--- src/rtl/bcd_scan_display.sv ---
// ---------------------------------------------------------------------------
// bcd_scan_display
// Four-digit time-multiplexed seven-segment driver for a common-anode display.
// A prescaler divides clk into scan slots. Each slot lights one digit from a
// shadow copy of the BCD input. The shadow copy is refreshed once per frame,
// so a counter that rolls over mid-scan never shows a torn value. Leading-zero
// blanking, per-digit decimal points and a dash glyph with an error flag for
// non-BCD codes are included. All display outputs are registered and change
// only on a tick edge or on asynchronous reset.
// ---------------------------------------------------------------------------
module bcd_scan_display #(
    parameter int SCAN_DIV = 1000
) (
    input  logic        clk,
    input  logic        rst,
    input  logic        en,
    input  logic [15:0] digits,
    input  logic [3:0]  dp_mask,
    input  logic        blank_lz,
    output logic [3:0]  an,
    output logic [6:0]  seg,
    output logic        dp,
    output logic        err
);

    // Prescaler width. A SCAN_DIV of 2 still needs one bit.
    localparam int PW = (SCAN_DIV > 2) ? $clog2(SCAN_DIV) : 1;
    localparam logic [PW-1:0] PC_LAST = PW'(SCAN_DIV - 1);

    // Seven-segment pattern (seg[0]=a .. seg[6]=g). Any non-BCD code shows a dash.
    function automatic logic [6:0] seg_decode(input logic [3:0] d);
        logic [6:0] s;
        case (d)
            4'd0:    s = 7'h3F;
            4'd1:    s = 7'h06;
            4'd2:    s = 7'h5B;
            4'd3:    s = 7'h4F;
            4'd4:    s = 7'h66;
            4'd5:    s = 7'h6D;
            4'd6:    s = 7'h7D;
            4'd7:    s = 7'h07;
            4'd8:    s = 7'h7F;
            4'd9:    s = 7'h6F;
            default: s = 7'h40;
        endcase
        return s;
    endfunction

    // True when the nibble is a legal BCD digit (0..9).
    function automatic logic is_bcd(input logic [3:0] d);
        return (d <= 4'd9);
    endfunction

    // Prescaler and scan position
    logic [PW-1:0] pc_r;
    logic [PW-1:0] pc_nxt_s;
    logic          tick_s;
    logic [1:0]    idx_r;
    logic [1:0]    idx_nxt_s;
    logic          frame_start_s;

    // Frame snapshot
    logic [15:0]   shadow_dig_r;
    logic [3:0]    shadow_dp_r;
    logic [15:0]   cur_dig_s;
    logic [3:0]    cur_dp_s;

    // Slot decode
    logic [3:0]    blank_s;
    logic [3:0]    sel_dig_s;
    logic          sel_dp_s;
    logic          sel_blank_s;
    logic [3:0]    sel_an_s;

    // Registered outputs and their next values
    logic [3:0]    an_r;
    logic [6:0]    seg_r;
    logic          dp_r;
    logic          err_r;
    logic [3:0]    an_nxt_s;
    logic [6:0]    seg_nxt_s;
    logic          dp_nxt_s;
    logic          err_nxt_s;

    // The tick fires on the last prescaler count, and only while scanning is enabled.
    assign tick_s        = en && (pc_r == PC_LAST);
    // A frame begins when the index wraps from slot 3 back to slot 0.
    assign frame_start_s = tick_s && (idx_r == 2'd3);

    // Next prescaler count: hold while disabled, and wrap to zero on the tick.
    always_comb begin
        pc_nxt_s = pc_r;
        if (!en) begin
            pc_nxt_s = pc_r;
        end else if (pc_r == PC_LAST) begin
            pc_nxt_s = '0;
        end else begin
            pc_nxt_s = pc_r + {{(PW-1){1'b0}}, 1'b1};
        end
    end

    // Next digit index: advance once per tick and wrap naturally from 3 to 0.
    always_comb begin
        idx_nxt_s = idx_r;
        if (tick_s) begin
            idx_nxt_s = idx_r + 2'd1;
        end else begin
            idx_nxt_s = idx_r;
        end
    end

    // On the frame-start edge, slot 0 must already use the freshly sampled inputs.
    always_comb begin
        cur_dig_s = shadow_dig_r;
        cur_dp_s  = shadow_dp_r;
        if (frame_start_s) begin
            cur_dig_s = digits;
            cur_dp_s  = dp_mask;
        end else begin
            cur_dig_s = shadow_dig_r;
            cur_dp_s  = shadow_dp_r;
        end
    end

    // Leading-zero mask. Zeros are blanked from digit 3 downwards until the
    // first non-zero digit. Invalid codes count as non-zero, and digit 0 always shows.
    always_comb begin
        blank_s = 4'b0000;
        if (blank_lz) begin
            blank_s[3] = (cur_dig_s[15:12] == 4'd0);
            blank_s[2] = blank_s[3] && (cur_dig_s[11:8] == 4'd0);
            blank_s[1] = blank_s[2] && (cur_dig_s[7:4]  == 4'd0);
            blank_s[0] = 1'b0;
        end else begin
            blank_s = 4'b0000;
        end
    end

    // Select the digit, decimal point, blank flag and anode pattern of the slot being entered.
    always_comb begin
        sel_dig_s   = cur_dig_s[3:0];
        sel_dp_s    = cur_dp_s[0];
        sel_blank_s = blank_s[0];
        sel_an_s    = 4'b1110;
        case (idx_nxt_s)
            2'd0: begin
                sel_dig_s   = cur_dig_s[3:0];
                sel_dp_s    = cur_dp_s[0];
                sel_blank_s = blank_s[0];
                sel_an_s    = 4'b1110;
            end
            2'd1: begin
                sel_dig_s   = cur_dig_s[7:4];
                sel_dp_s    = cur_dp_s[1];
                sel_blank_s = blank_s[1];
                sel_an_s    = 4'b1101;
            end
            2'd2: begin
                sel_dig_s   = cur_dig_s[11:8];
                sel_dp_s    = cur_dp_s[2];
                sel_blank_s = blank_s[2];
                sel_an_s    = 4'b1011;
            end
            2'd3: begin
                sel_dig_s   = cur_dig_s[15:12];
                sel_dp_s    = cur_dp_s[3];
                sel_blank_s = blank_s[3];
                sel_an_s    = 4'b0111;
            end
            default: begin
                sel_dig_s   = cur_dig_s[3:0];
                sel_dp_s    = 1'b0;
                sel_blank_s = 1'b1;
                sel_an_s    = 4'b1111;
            end
        endcase
    end

    // Output values for the slot being entered. A blanked slot is fully dark and clean.
    always_comb begin
        an_nxt_s  = 4'b1111;
        seg_nxt_s = 7'h00;
        dp_nxt_s  = 1'b0;
        err_nxt_s = 1'b0;
        if (sel_blank_s) begin
            an_nxt_s  = 4'b1111;
            seg_nxt_s = 7'h00;
            dp_nxt_s  = 1'b0;
            err_nxt_s = 1'b0;
        end else begin
            an_nxt_s  = sel_an_s;
            seg_nxt_s = seg_decode(sel_dig_s);
            dp_nxt_s  = sel_dp_s;
            err_nxt_s = !is_bcd(sel_dig_s);
        end
    end

    // Prescaler and digit index. Reset parks the index at 3, so the first tick starts a frame.
    always_ff @(posedge clk or negedge rst) begin
        if (!rst) begin
            pc_r  <= '0;
            idx_r <= 2'd3;
        end else begin
            pc_r  <= pc_nxt_s;
            idx_r <= idx_nxt_s;
        end
    end

    // Frame snapshot of the digits and decimal points, taken only at a frame start.
    always_ff @(posedge clk or negedge rst) begin
        if (!rst) begin
            shadow_dig_r <= 16'h0000;
            shadow_dp_r  <= 4'b0000;
        end else if (frame_start_s) begin
            shadow_dig_r <= digits;
            shadow_dp_r  <= dp_mask;
        end
    end

    // Display outputs. They update on the same edge as the index and are dark out of reset.
    always_ff @(posedge clk or negedge rst) begin
        if (!rst) begin
            an_r  <= 4'b1111;
            seg_r <= 7'h00;
            dp_r  <= 1'b0;
            err_r <= 1'b0;
        end else if (tick_s) begin
            an_r  <= an_nxt_s;
            seg_r <= seg_nxt_s;
            dp_r  <= dp_nxt_s;
            err_r <= err_nxt_s;
        end
    end

    assign an  = an_r;
    assign seg = seg_r;
    assign dp  = dp_r;
    assign err = err_r;

endmodule

--- config.mk ---
export PLATFORM = sky130hd
export DESIGN_NAME = bcd_scan_display
export DESIGN_NICKNAME = d
export VERILOG_FILES = /design/src/rtl/bcd_scan_display.sv
export SDC_FILE = /design/constraint.sdc
export NUM_CORES = 1
export LEC_CHECK = 0
export ABC_CLOCK_PERIOD_IN_PS = 10920
export CAP_MARGIN = 20
export CORE_MARGIN = 1.5
export CORE_UTILIZATION = 35
export CTS_BUF_LIST = sky130_fd_sc_hd__clkbuf_8
export DETAILED_ROUTE_END_ITERATION = 7
export GPL_ROUTABILITY_DRIVEN = 0
export GPL_TIMING_DRIVEN = 0
export PLACE_DENSITY = 0.58
export SLEW_MARGIN = 20
export SYNTH_ARGS = -nofsm -noshare
export SYNTH_HDL_FRONTEND = slang
export SYNTH_SLANG_ARGS = --single-unit
--- constraint.sdc ---
create_clock -name clk -period 10.92 [get_ports clk]
set_clock_uncertainty 0.1 [all_clocks]
set_input_delay 1.638 -clock clk [delete_from_list [all_inputs] [get_ports clk]]
set_output_delay 1.638 -clock clk [all_outputs]
set_load 0.01 [all_outputs]
Word-level counts from Yosys, hierarchy flattened
Memories as Yosys holds them, arrays and structs flattened.
Cells that the tools add are included.
{ "word_totals": {"register_bits": 45, "mem_bits_ro": 112, "in_bits": 24, "word_cells": 39, "n_memories": 1} }
{ "classes": {"add_sub_neg": 2, "n_lt_le_gt_ge": 1, "eq_ne": 5, "mux": 13, "n_reduce_logical": 9} }
{ "memory_table": {"columns": ["memory", "depth", "width", "rd", "rd_clocked_by_memory_dff", "write_ports", "line_no", "source"], "rows": [
  ["(name not given)", 16, 7, 1, 0, 0, "33", "case (d)"]
]} }
{ "ops": {"columns": ["cell", "count"], "rows": [
  ["4-bit one-hot mux with 4 select lines", 2],
  ["16-bit two-way mux", 1],
  ["4-bit zero test", 3],
  ["4-bit two-way mux", 3],
  ["10-bit by 1-bit adder with 10-bit output, second input constant", 1],
  ["10-bit == test, second input constant", 1],
  ["10-bit two-way mux", 1],
  ["1-bit one-hot mux with 4 select lines", 2],
  ["7-bit two-way mux", 1],
  ["2-bit == test, second input constant", 3],
  ["4-bit <= comparator, second input constant", 1],
  ["1-bit logical AND", 4],
  ["2-bit by 1-bit adder with 2-bit output, second input constant", 1],
  ["2-bit by 1-bit == test with 1-bit output, second input constant", 1],
  ["2-bit zero test", 1],
  ["1-bit two-way mux", 2],
  ["2-bit two-way mux", 1],
  ["1-bit zero test", 1]
]} }

Depth between registers and ports, before layout
Gate-level depths: netlist (run 1).
{ "depth": {"ltp_word": 10, "mapped_depth": 15} }

Worst setup path after synthesis (run 1)
No wires, ideal clock.
{ "synth_path": {"path_type": "input to register", "start": "in en", "end": "reg seg_r[6], in the netlist seg[6]", "setup_time_ns": 0.064, "arrival_time_ns": 4.343, "required_time_ns": 10.756, "path_slack_ns": 6.413, "cell_stages": 13, "path_buffers": 3, "cell_sequence": "buf_2 inv_1 or4_1 buf_2 xor2_1 buf_2 mux2_2 mux2i_1 inv_1 ha_1 mux2_1 a21oi_1 a21o_1"} }
{ "synth_between": {"elab_chain_cells": 9} }
{ "synth_rtl": {"columns": ["element", "line_no", "source"], "rows": [
  ["start: declaration", "16", "input logic en,"],
  ["1-bit logical AND (*)", "86", "assign tick_s = en && (pc_r == PC_LAST);"],
  ["parallel branches: the longest is 8 deep, another holds memory read 16 x 7 bit", null, null],
  ["end signal: assignment", "229", "seg_r <= seg_nxt_s;"],
  ["end: declaration", "77", "logic [6:0] seg_r;"]
]} }
Mark *: on every way between the ends.
A chain may end at the register's enable or synchronous reset.

Final worst setup path (run 1)
Ends and elaborated chain as after synthesis.

==> results of run 1 <==
==> synthesized netlist by cell type, drive strengths merged, types with 2 or more instances <==
master and instances:
nor3 2, or4 3, and3 3, mux2 15
nand2 17, xnor2 2, dfstp 6, nand3 3
o21a 3, buf 6, nor2 17, o21ai 4
nand2b 3, inv 18, dfrtp 39, a21o 2
xor2 7, mux2i 23, a22o 5, o311ai 2
nand4 6, ha 8, a21oi 3
==> stage by stage <==
| stage | hold WS, ps | total power [uW] | util [%] | cells |
|---|---|---|---|---|
| 2_1_floorplan | 350 | 219 | - | 208 |
| 3_3_place_gp | 354 | 239 | 43.3 | 320 |
| 5_1_grt | 402 | 357 | 44.9 | 329 |
| 4_1_cts | 375 | 342 | 44.9 | 329 |
| 3_5_place_dp | 357 | 241 | 43.6 | 321 |
| 6_report | 369 | 336 | 44.9 | 329 |
==> worst max-delay path, stage by stage <==
cell and delay [ps]:
buf_2 160, inv_1 90, or4_1 500, buf_2 200, xor2_1 170, buf_2 300
mux2_2 390, mux2i_1 330, inv_1 140, ha_1 210, mux2_1 280, a21oi_1 150
a21o_1 100
==> cells by family after synthesis <==
logic type | synth area share (%)
buffers and inverters | 4.64
AO/OA/AOI/OAI | 8.10
flip-flops | 48.9
multiplexers | 18.5
AND/OR/NAND/NOR | 12.1
adder cells (fa/ha/maj) | 4.32
XOR/XNOR | 3.40
==> worst max-delay path by stage <==
stage | from | endpoint | cells past startpoint
6_report | en | seg[6] | 13
5_1_grt | en | seg[6] | 13
4_1_cts | en | seg[6] | 13
3_5_place_dp | en | seg[6] | 13
3_3_place_gp | en | seg[6] | 13
2_1_floorplan | en | seg[6] | 13
==> where the power goes <==
part           switching (uW)  total, uW  internal, uW  leakage [uW]
logic                    19.7       43.6          23.9      0.000855
registers                14.8        194           179      0.000597
clock network            54.4       97.9          43.5     0.0000491
total                    88.9        336           247       0.00150
==> registers in the layout (all words and copies together), names as in the netlist <==
register      cells
err               1
seg               7
dp                1
shadow_dig_r     16
idx_r             2
an                4
shadow_dp_r       4
pc_r             10
==> layer usage <==
layer  global-route usage, %  vias to the layer above  share of wire, %
met3                    3.54                        2               3.4
li1                        -                      808                 -
met4                    4.40                        0              0.92
met5                       0                        -                 0
met2                    22.3                       28                46
met1                    20.4                      803                50
==> area by class of cell <==
type | count | area (sq um) | share of cell area [%]
clock inverters | 3 | 13.8 | 0.480
multi-input cells | 138 | 1080 | 37.7
clock buffers | 5 | 68.8 | 2.40
plain buffers | 7 | 40.0 | 1.40
well taps | 77 | 96.3 | 3.36
repair buffers | 36 | 365 | 12.7
inverters | 18 | 67.6 | 2.36
flip-flops and latches | 45 | 1130 | 39.5
==> impl_metrics.tcl, run 1 <==
set metrics [dict create \
    outcome "finished clean" \
    crit_path_end_kind "flop" \
    cts.sinks 45 \
    r2r-end "seg[6]" \
    max_cap_viol_count 0 \
    clock_latency_ps 290 \
    start_kind "input pin" \
    wl_per_cell_microns 14.2 \
    drv_slew 0 \
    hpwl_microns 3510 \
    htreeDepth 2 \
    tightest_slew_ps 857 \
    min_path_cells 2 \
    wirelength_microns 4680 \
    r2r_cells 13 \
    ir_worst_vdd_uv 55.0 \
    fin_area_sq_um 2870 \
    start_util_pct 36.3 \
    reg2reg_slack_ps 7010 \
    grt_max_degree 26 \
    max_slew_margin_pct 42.4 \
    core_sq_um 6390 \
    gr-total-overflow 0 \
    place_worst_setup_slack_ps 6050 \
    most-common-layout-cells "dfrtp_1 (39), clkdlybuf4s50_1 (34), mux2i_1 (20)" \
    worstPathArrival_ps 4690 \
    synth_ff_type "dfrtp_1" \
    antenna_found_initial 0 \
    antenna_left 0 \
    hp-start "an[1]" \
    synth_area_sq_um 2320 \
    synth.area.top_cells "dfrtp_1 (42%), mux2i_1 (8.6%), dfstp_2 (6.8%)" \
    r2r_start "pc_r[0]" \
    fin_ws_ps 6370 \
    cts_buffers 5 \
    fill_cells 628 \
    place_area_sq_um 2790 \
    syn_area_per_cell_sq_um 11.1 \
    crit_type "input pin to flop" \
    yosys_register_bits 45 \
    vias 1641 \
    cts_hold_buf 0 \
    period_minus_slack_ps 4550 \
    dieArea_sq_um 7120 \
    hold_path_class "flop to flop" \
    grtUsageTotal_pct 14.5 \
    synth_top_area_share_pct 42.1 \
    post_cts_buffers 0 \
    post-route-period-util_pct 41.7 \
    yosys_warnings 0 \
    ctsResizeCount 0 \
    powerDensity_nw_per_um2 117 \
    synth-edff-count 0 \
    vias_per_cell 4.99 \
    area_growth_pct 23.8 \
    die_x_microns 84.4 \
    ys_seq_area_share_pct 48.9 \
    final_common_cell "dfrtp_1" \
    worstPathRequired_ps 11050 \
    drcViolationCount 0 \
    cellLeakagePower_uw 0.00150 \
    cts-root-buf "clkbuf_8" \
    min_to "an[1]" \
    final_hold_viol_count 0 \
    fmaxAchievable_mhz 220 \
    final_nets 283 \
    firstDrtPassIters 4 \
    drt_iter0_drc 52 \
    path_clk_slew_ps 80 \
    syn_inst 208 \
    rsz0062_at_grt "no" \
    diodes 0 \
    drive_gt1_share_pct 16.7 \
    cts_tree "done" \
    rows 29 \
    yosysTopAreaCell "dfrtp_1" \
    ys_types 41 \
    grt_pass1_wl_microns 8240 \
    io_buffers 35 \
    fin_tns_setup_ps 0 \
    grt_pass1_vias 1673 \
    synthesis.nets 240 \
    final-setup-viol-count 0 \
    ys_async_sr_fraction_pct 100 \
    die-height_microns 84.4 \
    cp_max_fo 10 \
    io_pins 37 \
    clockBufferDepth 2 \
]
No activity file was read; power rests on OpenSTA's default activity.
==> run 2, diff against run 1 <==
- ABC_CLOCK_PERIOD_IN_PS: 10920 -> 4200
- clock period: 10.92 -> 4.2 ns (I/O delays scaled with it)
==> impl_metrics.tcl, run 2 (synthesized netlist as in run 1, its figures left out) <==
set metrics [dict create \
    clockBufferDepth 2 \
    firstDrtPassIters 4 \
    drt_iter0_drc 59 \
    p_comb_share_pct 13.0 \
    hold_path_class "input pin to asynchronous set/reset pin" \
    cts_tree "done" \
    dieArea_sq_um 7120 \
    top_usage_layer "met2" \
    post_cts_buffers 0 \
    rows 29 \
    largest-register "shadow_dig_r" \
    ir_worst_vdd_uv 144 \
    place_area_sq_um 2790 \
    cts.sinks 45 \
    start_kind "flop" \
    period_minus_slack_ps 3840 \
    vias_per_cell 4.98 \
    switchingPower_uw 234 \
    gr-total-overflow 0 \
    die-height_microns 84.4 \
    antenna_found_initial 0 \
    most-common-layout-cells "dfrtp_1 (39), clkdlybuf4s50_1 (34), mux2i_1 (19), inv_1 (19), nand2_1 (17)" \
    rsz0062_at_grt "no" \
    internal-power_uw 642 \
    clockPowerShare_pct 29.3 \
    fin_util_pct 45.0 \
    cts-root-buf "clkbuf_8" \
    drive_gt1_share_pct 17.1 \
    final_hold_viol_count 0 \
    start_util_pct 36.3 \
    crit_type "flop to flop" \
    cts_buffers 5 \
    tightest_slew_ps 861 \
    cellLeakagePower_uw 0.00149 \
    grt_util_met3_pct 3.54 \
    use_met2_pct 22.3 \
    grt.met1_usage_pct 20.4 \
    outcome "finished clean" \
    io_pins 37 \
    wl_per_cell_microns 14.3 \
    diodes 0 \
    antenna_left 0 \
    fill_cells 626 \
    core_sq_um 6390 \
    cts_hold_buf 0 \
    post-route-period-util_pct 91.4 \
    hpwl_microns 3510 \
    fin_area_sq_um 2870 \
    powerDensity_nw_per_um2 305 \
    largest_register_ffs 16 \
    area_growth_pct 23.9 \
    vias 1640 \
    grt_pass1_vias 1673 \
    grt_pass1_wl_microns 8240 \
    die_x_microns 84.4 \
    placed_cells 321 \
    power_frac_seq_pct 57.7 \
    final-setup-viol-count 0 \
    worstPathArrival_ps 3980 \
    crit_path_end_kind "flop" \
    grtUsageTotal_pct 14.5 \
    wirelength_microns 4710 \
    worstPathRequired_ps 4340 \
    grt_max_degree 26 \
    max_slew_margin_pct 42.1 \
    cp_max_fo 10 \
    final_common_cell "dfrtp_1" \
    fin_tns_setup_ps 0 \
    htreeDepth 2 \
    stdcell_count 329 \
    drv_slew 0 \
    whs_ps 184 \
    final_nets 283 \
    drcViolationCount 0 \
    switching_share_pct 26.7 \
    path_clk_slew_ps 80 \
    io_buffers 35 \
    fmaxAchievable_mhz 260 \
    max_cap_viol_count 0 \
    clock_latency_ps 290 \
]
==> run 2: power groups by stage <==
stage	combinational, uW	clock (uW)	sequential (uW)
after floorplan	66.4	0	504
after global placement	109	0	512
after detailed placement	114	0	513
after CTS	115	269	505
after global routing	128	288	512
final	114	257	505
==> run 2: routing by layer <==
metal  up-vias  wire [microns]  part of all wire (%)
met3         5             132                   2.8
met2        21            2130                    45
li1        812               -                     -
met4         0              71                   1.5
met1       802            2370                    50
met5         -               0                     0
==> run 2: layout make-up <==
type / count / area [sq um] / share of cell area (%)
Sequential cell: 45 / 1130 / 39.5
Multi-Input combinational cell: 138 / 1090 / 37.8
Timing Repair Buffer: 36 / 365 / 12.7
Tap cell: 77 / 96.3 / 3.36
Clock buffer: 5 / 68.8 / 2.40
Inverter: 18 / 67.6 / 2.35
Buffer: 7 / 40.0 / 1.39
Clock inverter: 3 / 13.8 / 0.479
==> run 2: critical path, stage by stage (launching register included) <==
cell	delay (ps)
dfrtp_1	460
ha_1	290
nand4b_1	210
or4_1	490
buf_2	200
xor2_1	170
buf_2	300
mux2_2	400
mux2i_2	290
inv_1	130
ha_1	210
mux2_1	280
a21oi_1	150
a21o_1	100
==> run 2: timing repair <==
item / 4_1_cts / 5_1_grt
setup endpoints to repair: 0 / 1
hold endpoints to repair: 0 / 0
gates resized for setup: 0 / 1
==> run 2: metrics by stage <==
step	total power [uW]	worst slack, ps
after floorplan	571	701
after global placement	622	327
after detailed placement	627	297
after CTS	889	277
after global routing	928	29.4
final	875	359
==> run 2: final timing paths <==
| kind | start | to | slack (ps) | depth (start not counted) |
|---|---|---|---|---|
| worst max-delay path | pc_r[0] | seg[6] | 360 | 13 |
| worst min-delay path | rst | shadow_dp_r[2] | 180 | 1 |
| worst max register to register | pc_r[0] | seg[6] | 360 | 13 |
| worst min register to register | an[1] | an[1] | 370 | 2 |
| max in group asynchronous | rst | an[1] | 3240 | 2 |
| min in group clk | an[1] | an[1] | 370 | 2 |
